`src/rtl/branch_resolve_unit.sv`:
```
`default_nettype none
// +--------------------------------------------------------------------------+
// | branch_resolve_unit: flag register, branch evaluation, 1-entry redirect   |
// | buffer; optional 2-bit counter predictor under BRANCH_PRED_EN. Rev 1.0    |
// +--------------------------------------------------------------------------+
module branch_resolve_unit #(
  parameter int ADDR_W     = 32,
  parameter int N_FLAGS    = 4,
  parameter int SEL_W      = 2,
  parameter int PRED_IDX_W = 4
) (
  input  logic              clk,
  input  logic              rst,
  input  logic              flagWe,
  input  logic [N_FLAGS-1:0] aluFlags,
  input  logic              brValid,
  output logic              brReady,
  input  logic              brUncond,
  input  logic [SEL_W-1:0]  brFlagSel,
  input  logic              brNotEq,
  input  logic [ADDR_W-1:0] brPc,
  input  logic [ADDR_W-1:0] brTarget,
  output logic              predTaken,
  output logic              resValid,
  input  logic              resReady,
  output logic              resTaken,
  output logic [ADDR_W-1:0] resTarget,
  output logic              resFlush,
  output logic [N_FLAGS-1:0] flagsOut
);

  typedef enum logic [0:0] {ST_EMPTY = 1'b0, ST_FULL = 1'b1} state_t;

  state_t              state_q, state_d;
  logic [N_FLAGS-1:0]  flags_q, flags_d;
  logic                res_taken_q, res_taken_d;
  logic [ADDR_W-1:0]   res_target_q, res_target_d;
  logic                res_flush_q, res_flush_d;

  logic [N_FLAGS-1:0]  eff_flags;
  logic [2**SEL_W-1:0] flags_ext;
  logic                cond;
  logic                taken;
  logic [ADDR_W-1:0]   target;
  logic                accept;
  logic                pop;
  logic                pred;

  // Zero-extending to the full select range makes out-of-range selects read 0.
  always_comb begin
    eff_flags              = flagWe ? aluFlags : flags_q;
    flags_ext              = '0;
    flags_ext[N_FLAGS-1:0] = eff_flags;
    cond                   = flags_ext[brFlagSel];
    taken                  = brUncond | (cond ^ brNotEq);
    target                 = taken ? brTarget : brPc + ADDR_W'(4);
    flags_d                = flagWe ? aluFlags : flags_q;
  end

`ifdef BRANCH_PRED_EN
  localparam int N_PRED = 2**PRED_IDX_W;

  logic [1:0]            ctr_q [N_PRED];
  logic [1:0]            ctr_d [N_PRED];
  logic [PRED_IDX_W-1:0] pred_idx;

  assign pred_idx = brPc[PRED_IDX_W+1:2];
  assign pred     = ctr_q[pred_idx][1];

  always_comb begin
    ctr_d = ctr_q;
    if (accept) begin
      if (taken && (ctr_q[pred_idx] != 2'd3)) begin
        ctr_d[pred_idx] = ctr_q[pred_idx] + 2'd1;
      end else if (!taken && (ctr_q[pred_idx] != 2'd0)) begin
        ctr_d[pred_idx] = ctr_q[pred_idx] - 2'd1;
      end
    end
  end

  always_ff @(posedge clk or negedge rst) begin
    if (!rst) begin
      for (int i = 0; i < N_PRED; i++) begin
        ctr_q[i] <= 2'b01;
      end
    end else begin
      ctr_q <= ctr_d;
    end
  end
`else
  assign pred = 1'b0;
`endif

  assign brReady = (state_q == ST_EMPTY) | resReady;
  assign accept  = brValid & brReady;
  assign pop     = (state_q == ST_FULL) & resReady;

  always_comb begin
    state_d      = state_q;
    res_taken_d  = res_taken_q;
    res_target_d = res_target_q;
    res_flush_d  = res_flush_q;
    case (state_q)
      ST_EMPTY: begin
        if (accept) begin
          state_d      = ST_FULL;
          res_taken_d  = taken;
          res_target_d = target;
          res_flush_d  = taken ^ pred;
        end
      end
      ST_FULL: begin
        // A pop with a same-cycle accept refills without a bubble.
        if (accept) begin
          res_taken_d  = taken;
          res_target_d = target;
          res_flush_d  = taken ^ pred;
        end else if (pop) begin
          state_d = ST_EMPTY;
        end
      end
      default: state_d = ST_EMPTY;
    endcase
  end

  always_ff @(posedge clk or negedge rst) begin
    if (!rst) begin
      state_q      <= ST_EMPTY;
      flags_q      <= '0;
      res_taken_q  <= 1'b0;
      res_target_q <= '0;
      res_flush_q  <= 1'b0;
    end else begin
      state_q      <= state_d;
      flags_q      <= flags_d;
      res_taken_q  <= res_taken_d;
      res_target_q <= res_target_d;
      res_flush_q  <= res_flush_d;
    end
  end

  assign predTaken = pred;
  assign resValid  = (state_q == ST_FULL);
  assign resTaken  = res_taken_q;
  assign resTarget = res_target_q;
  assign resFlush  = res_flush_q;
  assign flagsOut  = flags_q;

endmodule
`default_nettype wire

```
`config.mk`:
```
export PLATFORM = sky130hd
export DESIGN_NAME = branch_resolve_unit
export DESIGN_NICKNAME = d
export VERILOG_FILES = /design/src/rtl/branch_resolve_unit.sv
export SDC_FILE = /design/constraint.sdc
export NUM_CORES = 1
export LEC_CHECK = 0
export ABC_CLOCK_PERIOD_IN_PS = 3110
export CORE_ASPECT_RATIO = 2
export CORE_MARGIN = 2
export CORE_UTILIZATION = 43
export CTS_BUF_LIST = sky130_fd_sc_hd__clkbuf_8 sky130_fd_sc_hd__clkbuf_16
export DETAILED_ROUTE_END_ITERATION = 8
export GPL_TIMING_DRIVEN = 0
export PLACE_DENSITY = 0.86
export SLEW_MARGIN = 25
export SYNTH_ARGS = -nofsm -noshare
export SYNTH_HDL_FRONTEND = slang
export SYNTH_SLANG_ARGS = --single-unit
export TNS_END_PERCENT = 100
```
`constraint.sdc`:
```
create_clock -name clk -period 3.11 [get_ports clk]
set_input_delay 0.311 -clock clk [delete_from_list [all_inputs] [get_ports clk]]
set_output_delay 0.311 -clock clk [all_outputs]
set_load 0.005 [all_outputs]
```
==> flow_metrics.py <==
metrics = {
    "status": {
        "outcome": "finished clean",
    },
    "clock_network": {
        "clkSinkCount": 38,
        "cts-htree-levels": 2,
        "cts-buffers-inserted": 5,
        "post_cts.resized_instances": 0,
        "insertion_delay_ns": 0.29,
        "cts_tree": "built",
        "cts.clk_slew.worst_paths_ns": 0.08,
        "clk_root_buffer_cell": "sky130_fd_sc_hd__clkbuf_8",
        "max-clock-path-buffers": 2,
    },
    "hold_path": {
        "hold_path_class": "input pin to async pin",
    },
    "setup_path": {
        "path_class": "input pin to flop",
        "max_stage_delay_ns": 0.56,
        "critical-path-top-delay-family": "multiplexers",
        "reg2reg_setup_slack_ns": 0.84,
        "slowest_stage": "sky130_fd_sc_hd__clkdlybuf4s50_1",
        "crit_fanout": 10,
        "worstPathCellList": "clkdlybuf4s50_1 > mux2_2 > mux4_2 > mux2i_4 > buf_6 > nand3_1 > o311ai_0",
        "timing.critical_path.buf_inv": 2,
        "arrival_ns": 2.73,
        "startpoint_type": "input pin",
        "required_time_reported_for_the_critical_path_endpoint_ns": 3.26,
        "timing.critical_path.to_type": "flop",
    },
    "sta": {
        "timing.max_slew.rel_slack_pct": 57.1,
        "period_needed_ns": 2.58,
        "timing_worst_slew_pin_value_ns": 0.639,
        "tns_ns": 0,
        "finalHoldViolations": 0,
        "setup_skew_ns": 0.00592,
        "final-setup-viol-count": 0,
        "grt_setup_unrepaired": "no",
        "finalCritPeriodShare_pct": 82.8,
        "fmaxAchievable_mhz": 388,
        "timing.final.max_slew_violations": 0,
    },
    "logic_synthesis": {
        "netlist-cell-type-count": 34,
        "synth_most_common_cell": "sky130_fd_sc_hd__dfrtp_1",
        "synth_cells": 249,
        "post_synth.cell_area_avg_um2": 9.30,
        "ys_async_sr_fraction_pct": 100,
        "post_synth_most_frequent_cells": "sky130_fd_sc_hd__dfrtp_1 (38), sky130_fd_sc_hd__nand3_1 (36), sky130_fd_sc_hd__nand2_1 (33), sky130_fd_sc_hd__xor2_1 (21), sky130_fd_sc_hd__o311ai_0 (13)",
        "synth.area.top_cells": "sky130_fd_sc_hd__dfrtp_1 (41%), sky130_fd_sc_hd__xor2_1 (7.9%), sky130_fd_sc_hd__nand3_1 (7.8%)",
        "mappedNetlistArea_um2": 2320,
        "sequential_element_share_of_the_synthesized_area_pct": 41.1,
        "yosys_most_used_dff": "sky130_fd_sc_hd__dfrtp_1",
        "total_of_warnings_raised_by_yosys": 0,
        "synth_top_area_cell": "sky130_fd_sc_hd__dfrtp_1",
        "number_of_flops_mapped_to_enable_cells_by_yosys": 0,
        "postSynthRegisterBits": 38,
        "yosysTopAreaCellShare_pct": 41.1,
        "synth_fp_nets": 327,
    },
    "global_route": {
        "antenna_found_initial": 0,
        "leftover_overflow_at_the_end_of_global_routing": 0,
        "global_route_wire_length_before_repair_mm": 12.6,
        "vias_in_the_first_global_route": 2640,
        "global_routing_usage_summed_across_all_routing_layers_pct": 26.6,
        "pin_count_of_the_biggest_net_entering_global_routing": 29,
    },
    "cells_and_area": {
        "layout-drive-gt1-share_pct": 7.20,
        "sequential_cell_area_um2": 951,
        "multi_input_comb_area_um2": 1260,
        "nFillCells": 400,
        "total_non_filler_cell_area_in_the_finished_layout_um2": 3720,
        "area_delta_synth_final_pct": 60.8,
        "antenna-diode-count": 0,
        "layoutNonFillerInstCount": 433,
        "final_layout_net_count": 452,
    },
    "floorplanning": {
        "io_pins": 118,
        "die_outline_area_um2": 6020,
        "rows": 37,
        "die_x_um": 55.9,
        "start_util_pct": 44.7,
        "fp.coreArea_um2": 5180,
        "floorplan.die.height_um": 108,
    },
    "flow_run": {
        "drv.max_cap_violation_count": 0,
    },
    "power_and_ir_drop": {
        "power_leakage_nw": 1.42,
        "p_per_area_nw_per_um2": 455,
        "report.power.total_w": 0.00169,
        "peakVddDrop_mv": 0.353,
    },
    "place": {
        "placement.cell_area_um2": 3560,
        "dp_cells": 424,
        "placement.io_buffers": 116,
        "detailed_place_hpwl_mm": 6.21,
        "gp_congestion": 0.878,
    },
    "route": {
        "detailedRoute.firstPassIterationCount": 4,
        "wirelength_mm": 7.91,
        "route.detailed.vias_per_inst": 5.87,
        "drt_iter0_markers": 106,
        "route.vias.total": 2543,
        "detail_route.drc_violations": 0,
        "antenna_left": 0,
        "avgRoutedWirePerCell_um": 18.3,
    },
}
report_power, final:
part | leakage, nW | switching (W) | total (W) | internal, W
clock network | 0.0714 | 0.000185 | 0.000527 | 0.000342
registers | 0.460 | 0.0000468 | 0.000623 | 0.000576
logic | 0.885 | 0.000218 | 0.000545 | 0.000327
per-stage QoR:
step	hold slack [ns]	util [%]	setup WS, ns
after floorplan	0.0154	-	1.10
after global placement	0.469	68.5	0.338
after detailed placement	0.208	68.8	0.282
after CTS	0.436	71.7	0.552
after global routing	0.481	71.8	0.514
final	0.425	71.8	0.534
registers in the layout (all words and copies together), names as in the netlist:
name       flops
resTarget     32
flagsOut       4
resFlush       1
resValid       1
final cells by class:
| class | instances | share of cell area [%] |
|---|---|---|
| tap | 58 | 1.95 |
| multi-input combinational | 194 | 33.9 |
| clock buffer | 6 | 2.22 |
| clock inverter | 2 | 1.61 |
| sequential | 38 | 25.5 |
| buffer | 17 | 2.92 |
| timing repair buffer | 118 | 31.9 |
placed cells by master, fill, tap and decap left out, types with 4 or more instances in the layout:
master | synthesis | routed
sky130_fd_sc_hd__o21ai_1 | 4 | 4
sky130_fd_sc_hd__a31oi_1 | 7 | 7
sky130_fd_sc_hd__o211ai_1 | 4 | 4
sky130_fd_sc_hd__and2_1 | 9 | 9
sky130_fd_sc_hd__o311ai_0 | 13 | 13
sky130_fd_sc_hd__nor2_1 | 11 | 11
sky130_fd_sc_hd__clkbuf_1 | 9 | 9
sky130_fd_sc_hd__xor2_1 | 21 | 21
sky130_fd_sc_hd__buf_6 | 4 | 4
sky130_fd_sc_hd__mux2i_1 | 4 | 4
sky130_fd_sc_hd__nand3_1 | 36 | 36
sky130_fd_sc_hd__dfrtp_1 | 38 | 38
sky130_fd_sc_hd__xnor2_1 | 7 | 7
sky130_fd_sc_hd__nand4_1 | 9 | 9
sky130_fd_sc_hd__clkbuf_8 | 0 | 6
sky130_fd_sc_hd__mux2_2 | 4 | 4
sky130_fd_sc_hd__o31ai_1 | 7 | 7
sky130_fd_sc_hd__nand2_1 | 33 | 33
sky130_fd_sc_hd__buf_4 | 4 | 4
sky130_fd_sc_hd__clkdlybuf4s50_1 | 0 | 115
what timing repair did:
item	in CTS	in global routing
endpoints found under the hold margin	10	0
buffers inserted	0	0
hold buffers	1	0
routing by layer:
| metal | routed length [um] | part of all wire (%) | global-route usage [%] |
|---|---|---|---|
| met1 | 2520 | 32 | 26.8 |
| met2 | 4480 | 57 | 51.4 |
| met3 | 498 | 6.3 | 3.61 |
| met4 | 409 | 5.2 | 13.8 |
| met5 | 0 | 0 | 0 |
kinds of logic after synthesis:
family / after synthesis / share of synthesized area (%)
other: 1 / 0.162
multiplexers: 10 / 5.62
XOR/XNOR: 28 / 10.6
flip-flops: 38 / 41.1
AO/OA/AOI/OAI: 42 / 13.3
buffers and inverters: 17 / 4.70
adder cells (fa/ha/maj): 1 / 0.540
AND/OR/NAND/NOR: 112 / 24.0
path summary, 6_finish.rpt:
check                                          from                   endpoint  cells past startpoint
setup reg to reg              flagsOut[3]$_DFF_PN0_  resTarget[14]$_DFFE_PN0P_                      6
hold reg to reg            resTarget[3]$_DFFE_PN0P_   resTarget[3]$_DFFE_PN0P_                      2
max in group asynchronous                       rst  resTarget[26]$_DFFE_PN0P_                      3
hold / removal                                  rst   resTarget[8]$_DFFE_PN0P_                      2
setup / recovery                             flagWe  resTarget[14]$_DFFE_PN0P_                      7
min in group clk           resTarget[3]$_DFFE_PN0P_   resTarget[3]$_DFFE_PN0P_                      2
No activity file was read; power rests on OpenSTA's default activity.
